==> config.mk <==
export PLATFORM = sky130hd
export DESIGN_NAME = alu_control_md
export DESIGN_NICKNAME = d
export VERILOG_FILES = /design/src/rtl/alu_control_md.sv
export SDC_FILE = /design/constraint.sdc
export NUM_CORES = 1
export LEC_CHECK = 0
export ABC_AREA = 1
export CAP_MARGIN = 10
export CORE_UTILIZATION = 24
export CTS_CLUSTER_SIZE = 12
export DETAILED_ROUTE_END_ITERATION = 10
export GPL_ROUTABILITY_DRIVEN = 0
export PLACE_DENSITY = 0.36
export SYNTH_ARGS = -nofsm -noshare
export SYNTH_HDL_FRONTEND = slang
export SYNTH_SLANG_ARGS = --single-unit
==> constraint.sdc <==
create_clock -name clk -period 2.6 [get_ports clk]
set_input_delay 0.26 -clock clk [delete_from_list [all_inputs] [get_ports clk]]
set_output_delay 0.26 -clock clk [all_outputs]
set_load 0.005 [all_outputs]
==> src/rtl/alu_control_md.sv <==
// rtl/alu_control_md.sv - MIPS EX-stage ALU control decode with iterative MULT/DIV sequencer and HI/LO
//
// Ports:
//   clk, rst_n      clock (rising edge), asynchronous active-low reset
//   Start           EX-stage instruction valid this cycle
//   Inm             immediate-form instruction; Control follows ALUOpFinal
//   ALUOp           main-decoder op class
//   Funct           R-type funct field
//   ALUOpFinal      ALU code for immediate forms
//   RsData, RtData  operands (multiplicand/dividend, multiplier/divisor, MTHI/MTLO source)
//   Control         4-bit ALU control code (combinational)
//   Busy            sequencer active; upstream stalls
//   Hi, Lo          HI/LO registers
//   MdDone          one-cycle pulse after HI/LO are written by MULT/DIV
//   Illegal         Start with unrecognised Funct under ALUOp=10 (combinational)
//
// Build option: ALU_CTRL_DIV_EN enables the DIV/DIVU datapath; without it DIV/DIVU are
// treated as unknown functs.

module alu_control_md #(
    parameter int DATA_W = 32
) (
    input  logic              clk,
    input  logic              rst_n,
    input  logic              Start,
    input  logic              Inm,
    input  logic [1:0]        ALUOp,
    input  logic [5:0]        Funct,
    input  logic [3:0]        ALUOpFinal,
    input  logic [DATA_W-1:0] RsData,
    input  logic [DATA_W-1:0] RtData,
    output logic [3:0]        Control,
    output logic              Busy,
    output logic [DATA_W-1:0] Hi,
    output logic [DATA_W-1:0] Lo,
    output logic              MdDone,
    output logic              Illegal
);

    localparam int CW = $clog2(DATA_W);

    localparam logic [1:0] S_IDLE = 2'd0;
    localparam logic [1:0] S_RUN  = 2'd1;
    localparam logic [1:0] S_FIX  = 2'd2;

    localparam logic [5:0] F_ADD   = 6'b100000;
    localparam logic [5:0] F_SUB   = 6'b100010;
    localparam logic [5:0] F_AND   = 6'b100100;
    localparam logic [5:0] F_OR    = 6'b100101;
    localparam logic [5:0] F_XOR   = 6'b100110;
    localparam logic [5:0] F_NOR   = 6'b100111;
    localparam logic [5:0] F_SLT   = 6'b101010;
    localparam logic [5:0] F_SLTU  = 6'b101011;
    localparam logic [5:0] F_SLL   = 6'b000000;
    localparam logic [5:0] F_SRL   = 6'b000010;
    localparam logic [5:0] F_MULT  = 6'b011000;
    localparam logic [5:0] F_MULTU = 6'b011001;
    localparam logic [5:0] F_MFHI  = 6'b010000;
    localparam logic [5:0] F_MTHI  = 6'b010001;
    localparam logic [5:0] F_MFLO  = 6'b010010;
    localparam logic [5:0] F_MTLO  = 6'b010011;
`ifdef ALU_CTRL_DIV_EN
    localparam logic [5:0] F_DIV   = 6'b011010;
    localparam logic [5:0] F_DIVU  = 6'b011011;
`endif

    // ------------------------------------------------------------------
    // Control decode
    // ------------------------------------------------------------------
    logic [3:0] ctrl;
    logic       known;

    always_comb begin
        ctrl  = 4'b0010;
        known = 1'b1;
        if (Inm) begin
            ctrl = ALUOpFinal;
        end else begin
            case (ALUOp)
                2'b00: ctrl = 4'b0010;
                2'b01: ctrl = 4'b0110;
                2'b11: ctrl = 4'b0010;
                default: begin
                    case (Funct)
                        F_ADD:   ctrl = 4'b0010;
                        F_SUB:   ctrl = 4'b0110;
                        F_AND:   ctrl = 4'b0000;
                        F_OR:    ctrl = 4'b0001;
                        F_XOR:   ctrl = 4'b0011;
                        F_NOR:   ctrl = 4'b1100;
                        F_SLT:   ctrl = 4'b0111;
                        F_SLTU:  ctrl = 4'b1111;
                        F_SLL:   ctrl = 4'b1000;
                        F_SRL:   ctrl = 4'b1001;
                        F_MULT, F_MULTU, F_MFHI, F_MTHI, F_MFLO, F_MTLO:
                                 ctrl = 4'b0010;
`ifdef ALU_CTRL_DIV_EN
                        F_DIV, F_DIVU:
                                 ctrl = 4'b0010;
`endif
                        default: known = 1'b0;
                    endcase
                end
            endcase
        end
    end

    assign Control = ctrl;
    assign Illegal = Start & ~Inm & (ALUOp == 2'b10) & ~known;

    // ------------------------------------------------------------------
    // Sequencer state
    // ------------------------------------------------------------------
    logic [1:0]          state_q, state_d;
    logic [CW-1:0]       cnt_q, cnt_d;
    // Multiply: upper half accumulates partial product, lower half shifts out the multiplier.
    // Divide:   upper half is the partial remainder, lower half shifts dividend in / quotient out.
    logic [2*DATA_W-1:0] p_q, p_d;
    logic [DATA_W-1:0]   b_q, b_d;      // multiplicand or divisor magnitude
    logic                neg_q, neg_d;  // product / quotient needs negation
    logic [DATA_W-1:0]   hi_q, hi_d;
    logic [DATA_W-1:0]   lo_q, lo_d;
    logic                done_q, done_d;
`ifdef ALU_CTRL_DIV_EN
    logic                is_div_q, is_div_d;
    logic                neg_rem_q, neg_rem_d;
    logic                dz_q, dz_d;
`endif

    logic accept, is_mul_f, is_div_f, signed_op, sa, sb;
    logic [DATA_W-1:0] mag_a, mag_b;

    assign accept   = Start & ~Inm & (ALUOp == 2'b10) & (state_q == S_IDLE);
    assign is_mul_f = (Funct == F_MULT) | (Funct == F_MULTU);
`ifdef ALU_CTRL_DIV_EN
    assign is_div_f  = (Funct == F_DIV) | (Funct == F_DIVU);
    assign signed_op = (Funct == F_MULT) | (Funct == F_DIV);
`else
    assign is_div_f  = 1'b0;
    assign signed_op = (Funct == F_MULT);
`endif
    assign sa    = signed_op & RsData[DATA_W-1];
    assign sb    = signed_op & RtData[DATA_W-1];
    assign mag_a = sa ? -RsData : RsData;
    assign mag_b = sb ? -RtData : RtData;

    // One shift-add multiply step
    logic [DATA_W:0]     mul_sum;
    logic [2*DATA_W-1:0] mul_next;
    logic [2*DATA_W-1:0] prod_fix;
    assign mul_sum  = {1'b0, p_q[2*DATA_W-1:DATA_W]} + (p_q[0] ? {1'b0, b_q} : '0);
    assign mul_next = {mul_sum, p_q[DATA_W-1:1]};
    assign prod_fix = neg_q ? -p_q : p_q;

`ifdef ALU_CTRL_DIV_EN
    // One restoring-divide step. The shifted remainder needs DATA_W+1 bits; the comparison
    // (rather than the sign of a difference) keeps it correct when that top bit is set.
    logic [DATA_W:0]     div_shift, div_diff;
    logic                div_ge;
    logic [2*DATA_W-1:0] div_next;
    logic [DATA_W-1:0]   quo_fix, rem_fix;
    assign div_shift = {p_q[2*DATA_W-1:DATA_W], p_q[DATA_W-1]};
    assign div_ge    = (div_shift >= {1'b0, b_q});
    assign div_diff  = div_shift - {1'b0, b_q};
    assign div_next  = div_ge ? {div_diff[DATA_W-1:0], p_q[DATA_W-2:0], 1'b1}
                              : {div_shift[DATA_W-1:0], p_q[DATA_W-2:0], 1'b0};
    assign quo_fix   = neg_q ? -p_q[DATA_W-1:0] : p_q[DATA_W-1:0];
    assign rem_fix   = neg_rem_q ? -p_q[2*DATA_W-1:DATA_W] : p_q[2*DATA_W-1:DATA_W];
`endif

    always_comb begin
        state_d   = state_q;
        cnt_d     = cnt_q;
        p_d       = p_q;
        b_d       = b_q;
        neg_d     = neg_q;
        hi_d      = hi_q;
        lo_d      = lo_q;
        done_d    = 1'b0;
`ifdef ALU_CTRL_DIV_EN
        is_div_d  = is_div_q;
        neg_rem_d = neg_rem_q;
        dz_d      = dz_q;
`endif
        case (state_q)
            S_IDLE: begin
                if (accept) begin
                    if (Funct == F_MTHI) hi_d = RsData;
                    if (Funct == F_MTLO) lo_d = RsData;
                    if (is_mul_f | is_div_f) begin
                        state_d = S_RUN;
                        cnt_d   = CW'(DATA_W - 1);
                        neg_d   = sa ^ sb;
                        p_d     = is_div_f ? {{DATA_W{1'b0}}, mag_a} : {{DATA_W{1'b0}}, mag_b};
                        b_d     = is_div_f ? mag_b : mag_a;
`ifdef ALU_CTRL_DIV_EN
                        is_div_d  = is_div_f;
                        neg_rem_d = sa;
                        dz_d      = (RtData == '0);
`endif
                    end
                end
            end
            S_RUN: begin
`ifdef ALU_CTRL_DIV_EN
                p_d = is_div_q ? div_next : mul_next;
`else
                p_d = mul_next;
`endif
                if (cnt_q == '0) state_d = S_FIX;
                else             cnt_d   = cnt_q - 1'b1;
            end
            S_FIX: begin
`ifdef ALU_CTRL_DIV_EN
                if (is_div_q) begin
                    // Divide by zero: quotient forced to all ones; remainder already equals the dividend
                    lo_d = dz_q ? {DATA_W{1'b1}} : quo_fix;
                    hi_d = rem_fix;
                end else begin
                    {hi_d, lo_d} = prod_fix;
                end
`else
                {hi_d, lo_d} = prod_fix;
`endif
                done_d  = 1'b1;
                state_d = S_IDLE;
            end
            default: state_d = S_IDLE;
        endcase
    end

    always_ff @(posedge clk or negedge rst_n) begin
        if (!rst_n) begin
            state_q   <= S_IDLE;
            cnt_q     <= '0;
            p_q       <= '0;
            b_q       <= '0;
            neg_q     <= 1'b0;
            hi_q      <= '0;
            lo_q      <= '0;
            done_q    <= 1'b0;
`ifdef ALU_CTRL_DIV_EN
            is_div_q  <= 1'b0;
            neg_rem_q <= 1'b0;
            dz_q      <= 1'b0;
`endif
        end else begin
            state_q   <= state_d;
            cnt_q     <= cnt_d;
            p_q       <= p_d;
            b_q       <= b_d;
            neg_q     <= neg_d;
            hi_q      <= hi_d;
            lo_q      <= lo_d;
            done_q    <= done_d;
`ifdef ALU_CTRL_DIV_EN
            is_div_q  <= is_div_d;
            neg_rem_q <= neg_rem_d;
            dz_q      <= dz_d;
`endif
        end
    end

    assign Busy   = (state_q != S_IDLE);
    assign Hi     = hi_q;
    assign Lo     = lo_q;
    assign MdDone = done_q;

endmodule

==> metrics.md, run 1 <==
| Metric | Value |
|---|---|
| Cell taking the most area after synthesis | `dfrtp_1` |
| Clk root buf | `clkbuf_16` |
| DIE AREA | `between 0.06 and 0.07 mm^2` |
| Synth Net Count | `2522` |
| Cell breakdown of the critical path | `clkdlybuf4s50_1 > inv_2 > nand2_1 > nor2_1 > nor2_1 > o21ai_1 > nor4_1 > clkdlybuf4s50_1` |
| Switching Share | `a little over a third` |
| Synth Area in Compound Gates | `11.3%` |
| Crit path max-delay family | `buffers and inverters` |
| Share of cells above drive strength 1 | `7.01%` |
| Synthesis Warnings | `0` |
| CTS Buf Count | `17` |
| Gr usage total | `approximately a quarter` |
| Cell Area, Synth | `about 0.014 mm^2` |
| Status | `completed` |
| Post-DP HPWL | `between 50000 and 60000 um` |
| Post-placement cell count | `3351` |
| Post-synthesis mux area share | `0%` |
| Post-synth top cells | `nand2_1, inv_1, nand3_1` |
| CP max stage cell | `clkdlybuf4s50_1` |
| Vias after detailed routing | `between 15000 and 20000` |
| Final Critical Period | `2470 ps` |
| Share of the synthesized area in the top cell type | `between 20% and 30%` |
| Worst-Skew Late Latency | `500 ps` |
| Slew Limit Fails | `0` |
| Synth Area in Adders | `3.38%` |
| EDFF count, synth | `0` |
| Clock Skew | `roughly 19 ps` |
| Leakage Power | `approximately 9.1 nW` |
| H-tree depth | `4` |
| Chip Height | `246 um` |
| Simple-gate share of the synthesized area | `between 40% and 50%` |
| Top-Level Pins | `approximately 150` |
| Initial drt markers | `~1300` |
| Largest family of logic cells by synthesized area | `simple AND/OR/NAND/NOR gates` |
| Worst-margin pin slew | `between 1000 and 1500 ps` |
| Synth top area cells | `dfrtp_1, nand2_1, nand3_1` |
| Top-count cell post-synth | `nand2_1` |
| CP Buf/Inv Count | `3` |
| Max-slew headroom | `about 28%` |
| Avg Inst Size Synth | `~5.9 um^2` |
| FP Rows | `slightly below 90` |
| Crit Path Category | `primary input to primary output` |
| Initial Utilization | `around a quarter` |
| Vias in the first global route | `~15000` |
| CP Launch Type | `primary input` |
| Core area | `between 0.05 and 0.06 mm^2` |
| Switching power total | `2.74 mW` |
| IO buf count | `150` |
| CP endpoint kind | `primary output` |
| Fin Setup TNS | `0 ps` |
| Drt drc | `0` |
| CTS tree | `yes` |
| Number of cells on the worst reg-to-reg path | `11` |
| P per Cell Area | `around 420 mW/mm^2` |
| Maximum vdd drop | `slightly above 0.5 mV` |
| Highest clock rate | `just over 400 MHz` |
| Crit-path max FO | `6` |
| Vias per cell | `4.76` |
| CP required | `2340 ps` |
| Top FF cell, synth | `dfrtp_1` |
| Worst slack at placement | `about 61 ps` |
| Fill cell count | `about 6600` |
| Final Hold Fails | `0` |
| Synth Area in XOR/XNOR | `1.53%` |
| Critical path arrival | `between 2000 and 2500 ps` |
| Number of distinct library cells after synthesis | `48` |
| Initial antenna violation count | `8` |
| Setup violations, final | `0` |
| Area grow syn2layout | `25.3%` |
| Combinational fraction of design power | `between 20% and 30%` |
| Post-Route WL | `slightly above 70000 um` |
| Critical path depth | `8` |
| Post-Layout Cell Count | `between 3000 and 4000` |
| Power Internal | `between 4 and 5 mW` |
| ANT nets after route | `0` |
| Clk buf depth | `2` |
| Max-cap violation count | `0` |
| Post-synthesis cell count | `between 2000 and 2500` |
| Clock Sinks | `169` |
| Global route overflow | `0` |
| Post-synthesis register bit count | `roughly 170` |
| Die W | `around 250 um` |
| Async S/R FF share, synth | `100%` |
| Clock power share | `about 34%` |
| HP Class | `primary input to async pin` |
| Setup ws final | `around 130 ps` |
| Final net count | `~2700` |
| Slowest stage delay, CP | `~600 ps` |
| Seq/Total Area, Yosys | `29.6%` |
| Largest net degree at the start of global routing | `77` |
| Flop pwr share | `between 30% and 40%` |
| Clock slew seen by the registers of the worst setup and hold paths | `roughly 70 ps` |
| RSZ-0062 raised after global routing | `no` |
| Routed length per placed instance | `around 21 um` |
| Post-CTS Setup Inserts | `0` |
| TritonRoute pass-1 iters | `5` |
| Global-route wire length before repair | `between 100000 and 150000 um` |
| Part of the cycle the worst path needs | `a little over nine tenths` |
## metal layers
layer / vias to the layer above / GRT usage (%) / part of all wire, %
met5: - / 0 / 0.024
met4: 2 / 6.01 / 1.6
met3: 53 / 5.07 / 5.8
met2: 441 / 34.7 / 42
met1: 7595 / 34.4 / 50
li1: 8044 / - / -
## state kept, by name, indices dropped and copies added, names as in the netlist
signal / flops
Hi: 32
Lo: 32
MdDone: 1
b_q: 32
cnt_q: 5
neg_q: 1
p_q: 64
state_q: 2
## layout by cell type, fill, tap and decap left out, types with 11 or more instances in the layout
master / n
a21oi_1: 61
buf_4: 86
clkbuf_16: 17
clkdlybuf4s50_1: 148
dfrtp_1: 168
ha_1: 36
inv_1: 332
nand2_1: 820
nand3_1: 288
nand4_1: 24
nor2_1: 259
nor2_2: 12
nor3_1: 11
o211ai_1: 20
o21ai_0: 169
o21ai_1: 14
xor2_1: 22
## repair_timing
action | 4_1_cts | 5_1_grt
setup endpoints to repair | 0 | 11
endpoints found under the hold margin | 40 | 0
hold buffers | 1 | 0
gates resized for setup | 0 | 13
## final timing paths
kind                            start       to  slack [ps]
setup / recovery             Funct[0]  Illegal         130
hold / removal                  rst_n  p_q[58]         290
setup reg to reg               p_q[0]   Hi[10]         180
hold reg to reg               b_q[25]  b_q[25]         490
max in group asynchronous       rst_n    neg_q        1570
min in group clk           RtData[31]  p_q[31]         450
## power groups by stage
stage / Sequential [mW] / Combinational, mW / Clock [mW]
after global placement: 3.04 / 1.93 / 0
after global routing: 3.01 / 2.19 / 2.75
final: 2.99 / 1.95 / 2.57
after CTS: 2.99 / 1.94 / 2.65
after detailed placement: 3.04 / 1.93 / 0
after floorplan: 2.95 / 1.04 / 0
## layout make-up
type,count,area [um^2],area share [%]
Antenna cell,5,12.5,0.0699
Clock buffer,22,464,2.59
Clock inverter,10,85.1,0.476
Inverter,340,1280,7.15
Multi-Input combinational cell,1824,8510,47.6
Sequential cell,169,4230,23.6
Tap cell,773,967,5.41
Timing Repair Buffer,246,2340,13.1
## metrics by stage
step | area, um^2 | hold WS, ps | utilization, % | total power [mW]
global route | 17900 | 323 | 30.3 | 7.94
floorplan | 14300 | -35.6 | - | 3.99
finish | 17900 | 290 | 30.4 | 7.51
CTS | 17800 | 279 | 30.3 | 7.58
global placement | 17300 | 253 | 29.3 | 4.97
detailed placement | 17300 | 251 | 29.3 | 4.97
## logic make-up (layout without fill, tap and decap cells)
| kind of cell | count (synthesis) | in the layout |
|---|---|---|
| adders and majority gates | 38 | 38 |
| other | 0 | 5 |
| buffers and inverters | 411 | 618 |
| AOI/OAI and AO/OA | 294 | 294 |
| DFF | 169 | 169 |
| xor gates and xnor gates | 25 | 25 |
| and+or+nand+nor | 1467 | 1467 |
Note: power is estimated with default switching activity, not from simulation.
==> run 2, diff against run 1 <==
--- a/config.mk
+++ b/config.mk
@@ -6,7 +6,7 @@
 export NUM_CORES = 1
 export LEC_CHECK = 0
 export ABC_AREA = 1
-export CAP_MARGIN = 10
+export CORE_MARGIN = 5
 export CORE_UTILIZATION = 24
 export CTS_CLUSTER_SIZE = 12
 export DETAILED_ROUTE_END_ITERATION = 10
==> constraint.sdc (replaced) <==
create_clock -name clk -period 2.6 [get_ports clk]
set_input_delay 0.52 -clock clk [delete_from_list [all_inputs] [get_ports clk]]
set_output_delay 0.52 -clock clk [all_outputs]
set_load 0.005 [all_outputs]
==> run 2 against run 1 <==
- non-clock buffer count up 56
- first-iteration DRC count up 15%
- cell count increased by 1.5%
- die area up 6.6%
- cell area is 3.3% higher
- via count is 2.1% higher
- largest cell class unchanged
- global-route usage decreased by 1.8 points
- critical path depth up 3
- register-to-register slack got worse by 20 ps
- maximum frequency up 1.3%
==> metrics.md, run 2 (synthesized netlist as in run 1, its figures left out) <==
| Metric | Value |
|---|---|
| Highest clock rate | `about 410 MHz` |
| P per Cell Area | `a little over 400 mW/mm^2` |
| Status | `completed` |
| Routed wl met3 | `4760 um` |
| H-tree depth | `4` |
| Worst R2R Start | `p_q[0]` |
| CP Launch Type | `flop` |
| Final Critical Period | `2440 ps` |
| Vias after detailed routing | `~16000` |
| CP required | `2930 ps` |
| Initial antenna violation count | `14` |
| Power consumption | `between 7 and 8 mW` |
| CTS Buf Count | `17` |
| Crit Path Category | `flop to flop` |
| Worst-Skew Late Latency | `just under 500 ps` |
| CTS tree | `yes` |
| Slew Limit Fails | `0` |
| Cell breakdown of the critical path | `buf_12 > nand2_1 > inv_1 > ha_1 > nand2_1 > inv_1 > nand2_1 > nand2_1 > nand3b_1 > o21ai_0 > o21ai_0` |
| HP Class | `flop to flop` |
| TritonRoute pass-1 iters | `7` |
| FP Rows | `between 80 and 90` |
| Commonest non-fill, non-tap cells in the layout | `nand2_1, inv_1, nand3_1` |
| Largest register by flop count | `p_q` |
| Gr usage total | `around 22%` |
| Final Util | `roughly 31%` |
| Worst-margin pin slew | `1070 ps` |
| DIE AREA | `between 0.06 and 0.07 mm^2` |
| Core area | `0.0590 mm^2` |
| Crit path max-delay family | `simple AND/OR/NAND/NOR gates` |
| Top-Level Pins | `151` |
| Maximum vdd drop | `0.505 mV` |
| Global-route wire length before repair | `approximately 100000 um` |
| Post-Layout Cell Count | `between 3000 and 4000` |
| Post-DP HPWL | `around 58000 um` |
| Largest register FFs | `64` |
| CP Buf/Inv Count | `3` |
| HP Start | `b_q[2]` |
| Clk root buf | `clkbuf_16` |
| Final instance area | `~0.018 mm^2` |
| Critical Path Source | `p_q[0]` |
| Share of cells above drive strength 1 | `under 10%` |
| Global route overflow | `0` |
| CP max stage cell | `dfrtp_2` |
| Die W | `254 um` |
| Clock Sinks | `~170` |
| Drt drc | `0` |
| Area grow syn2layout | `29.4%` |
| WL met1 | `between 30000 and 40000 um` |
| Final Hold Fails | `0` |
| Initial Utilization | `between 20% and 30%` |
| Critical path arrival | `approximately 2800 ps` |
| Placed cell area | `0.0178 mm^2` |
| Largest net degree at the start of global routing | `between 70 and 80` |
| Crit-path max FO | `32` |
| ANT nets after route | `0` |
| Vias per cell | `between 4 and 5` |
| Clock Skew | `between 20 and 25 ps` |
| Max-cap violation count | `0` |
| RSZ-0062 raised after global routing | `no` |
| Chip Height | `~250 um` |
| Slowest stage delay, CP | `around 460 ps` |
| # diodes | `0` |
| Setup ws final | `~160 ps` |
| Clk buf depth | `2` |
| Post-placement cell count | `between 3000 and 4000` |
| Max-slew headroom | `between 20 and 30%` |
| Commonest non-fill, non-tap cell in the layout | `nand2_1` |
| WL met2 | `approximately 30000 um` |
| Worst slack at placement | `-346 ps` |
| Highest routed layer | `met5` |
| Most used cell, CP | `nand2_1` |
| IO buf count | `150` |
| Final net count | `~2800` |
| Setup violations, final | `0` |
| Part of the cycle the worst path needs | `approximately 94%` |
| Vias in the first global route | `approximately 16000` |
| Clock slew seen by the registers of the worst setup and hold paths | `80 ps` |
| Routed length per placed instance | `slightly above 20 um` |
| Leakage Power | `~9.5 nW` |
| CP endpoint kind | `flop` |
| Initial drt markers | `1474` |
| Post-Route WL | `70800 um` |
## run 2: power by group
part | switching [mW] | internal [mW] | total, mW
Combinational | 1.28 | 0.785 | 2.07
Sequential | 0.203 | 2.79 | 2.99
Clock | 1.26 | 1.36 | 2.62
Total | 2.74 | 4.93 | 7.68
## run 2: metrics by stage
stage	setup TNS, ps	hold WS (ps)
after CTS	-260	486
after detailed placement	-4410	467
after floorplan	0	224
after global routing	0	497
after global placement	-4170	467
final	0	481
## run 2: layout make-up
cell class,instances,area (um^2)
fillers,6580,40500
multi-input cells,1824,8580
flip-flops and latches,169,4230
repair buffers,302,2860
inverters,340,1280
well taps,773,967
clock buffers,21,450
clock inverters,11,113
## run 2: final timing paths
path / depth (start not counted) / to / slack (ps)
worst max-delay path: 11 / p_q[40] / 160
worst min-delay path: 2 / b_q[2] / 480
worst max register to register: 11 / p_q[40] / 160
worst min register to register: 2 / b_q[2] / 480
max in group asynchronous: 3 / p_q[48] / 1280
min in group asynchronous: 2 / cnt_q[1] / 520
## run 2: tightest hold or removal path, stage by stage (launching register included)
cell and delay (ps):
dfrtp_1 340, nand2_1 50, nand2_1 50
## run 2: metal layers
layer / global-route usage [%] / vias to the layer above
li1: - / 8136
met1: 32.1 / 7755
met2: 32.8 / 522
met3: 4.26 / 55
met4: 5.37 / 8
met5: 0 / -
## run 2: timing repair
action                                 CTS  global route
cloned                                   0             0
setup endpoints to repair                5            20
hold buffers                             1             0
setup buffers                            0             1
gates resized for setup                  8            35
pin swaps                                1             7
endpoints found under the hold margin   35             0
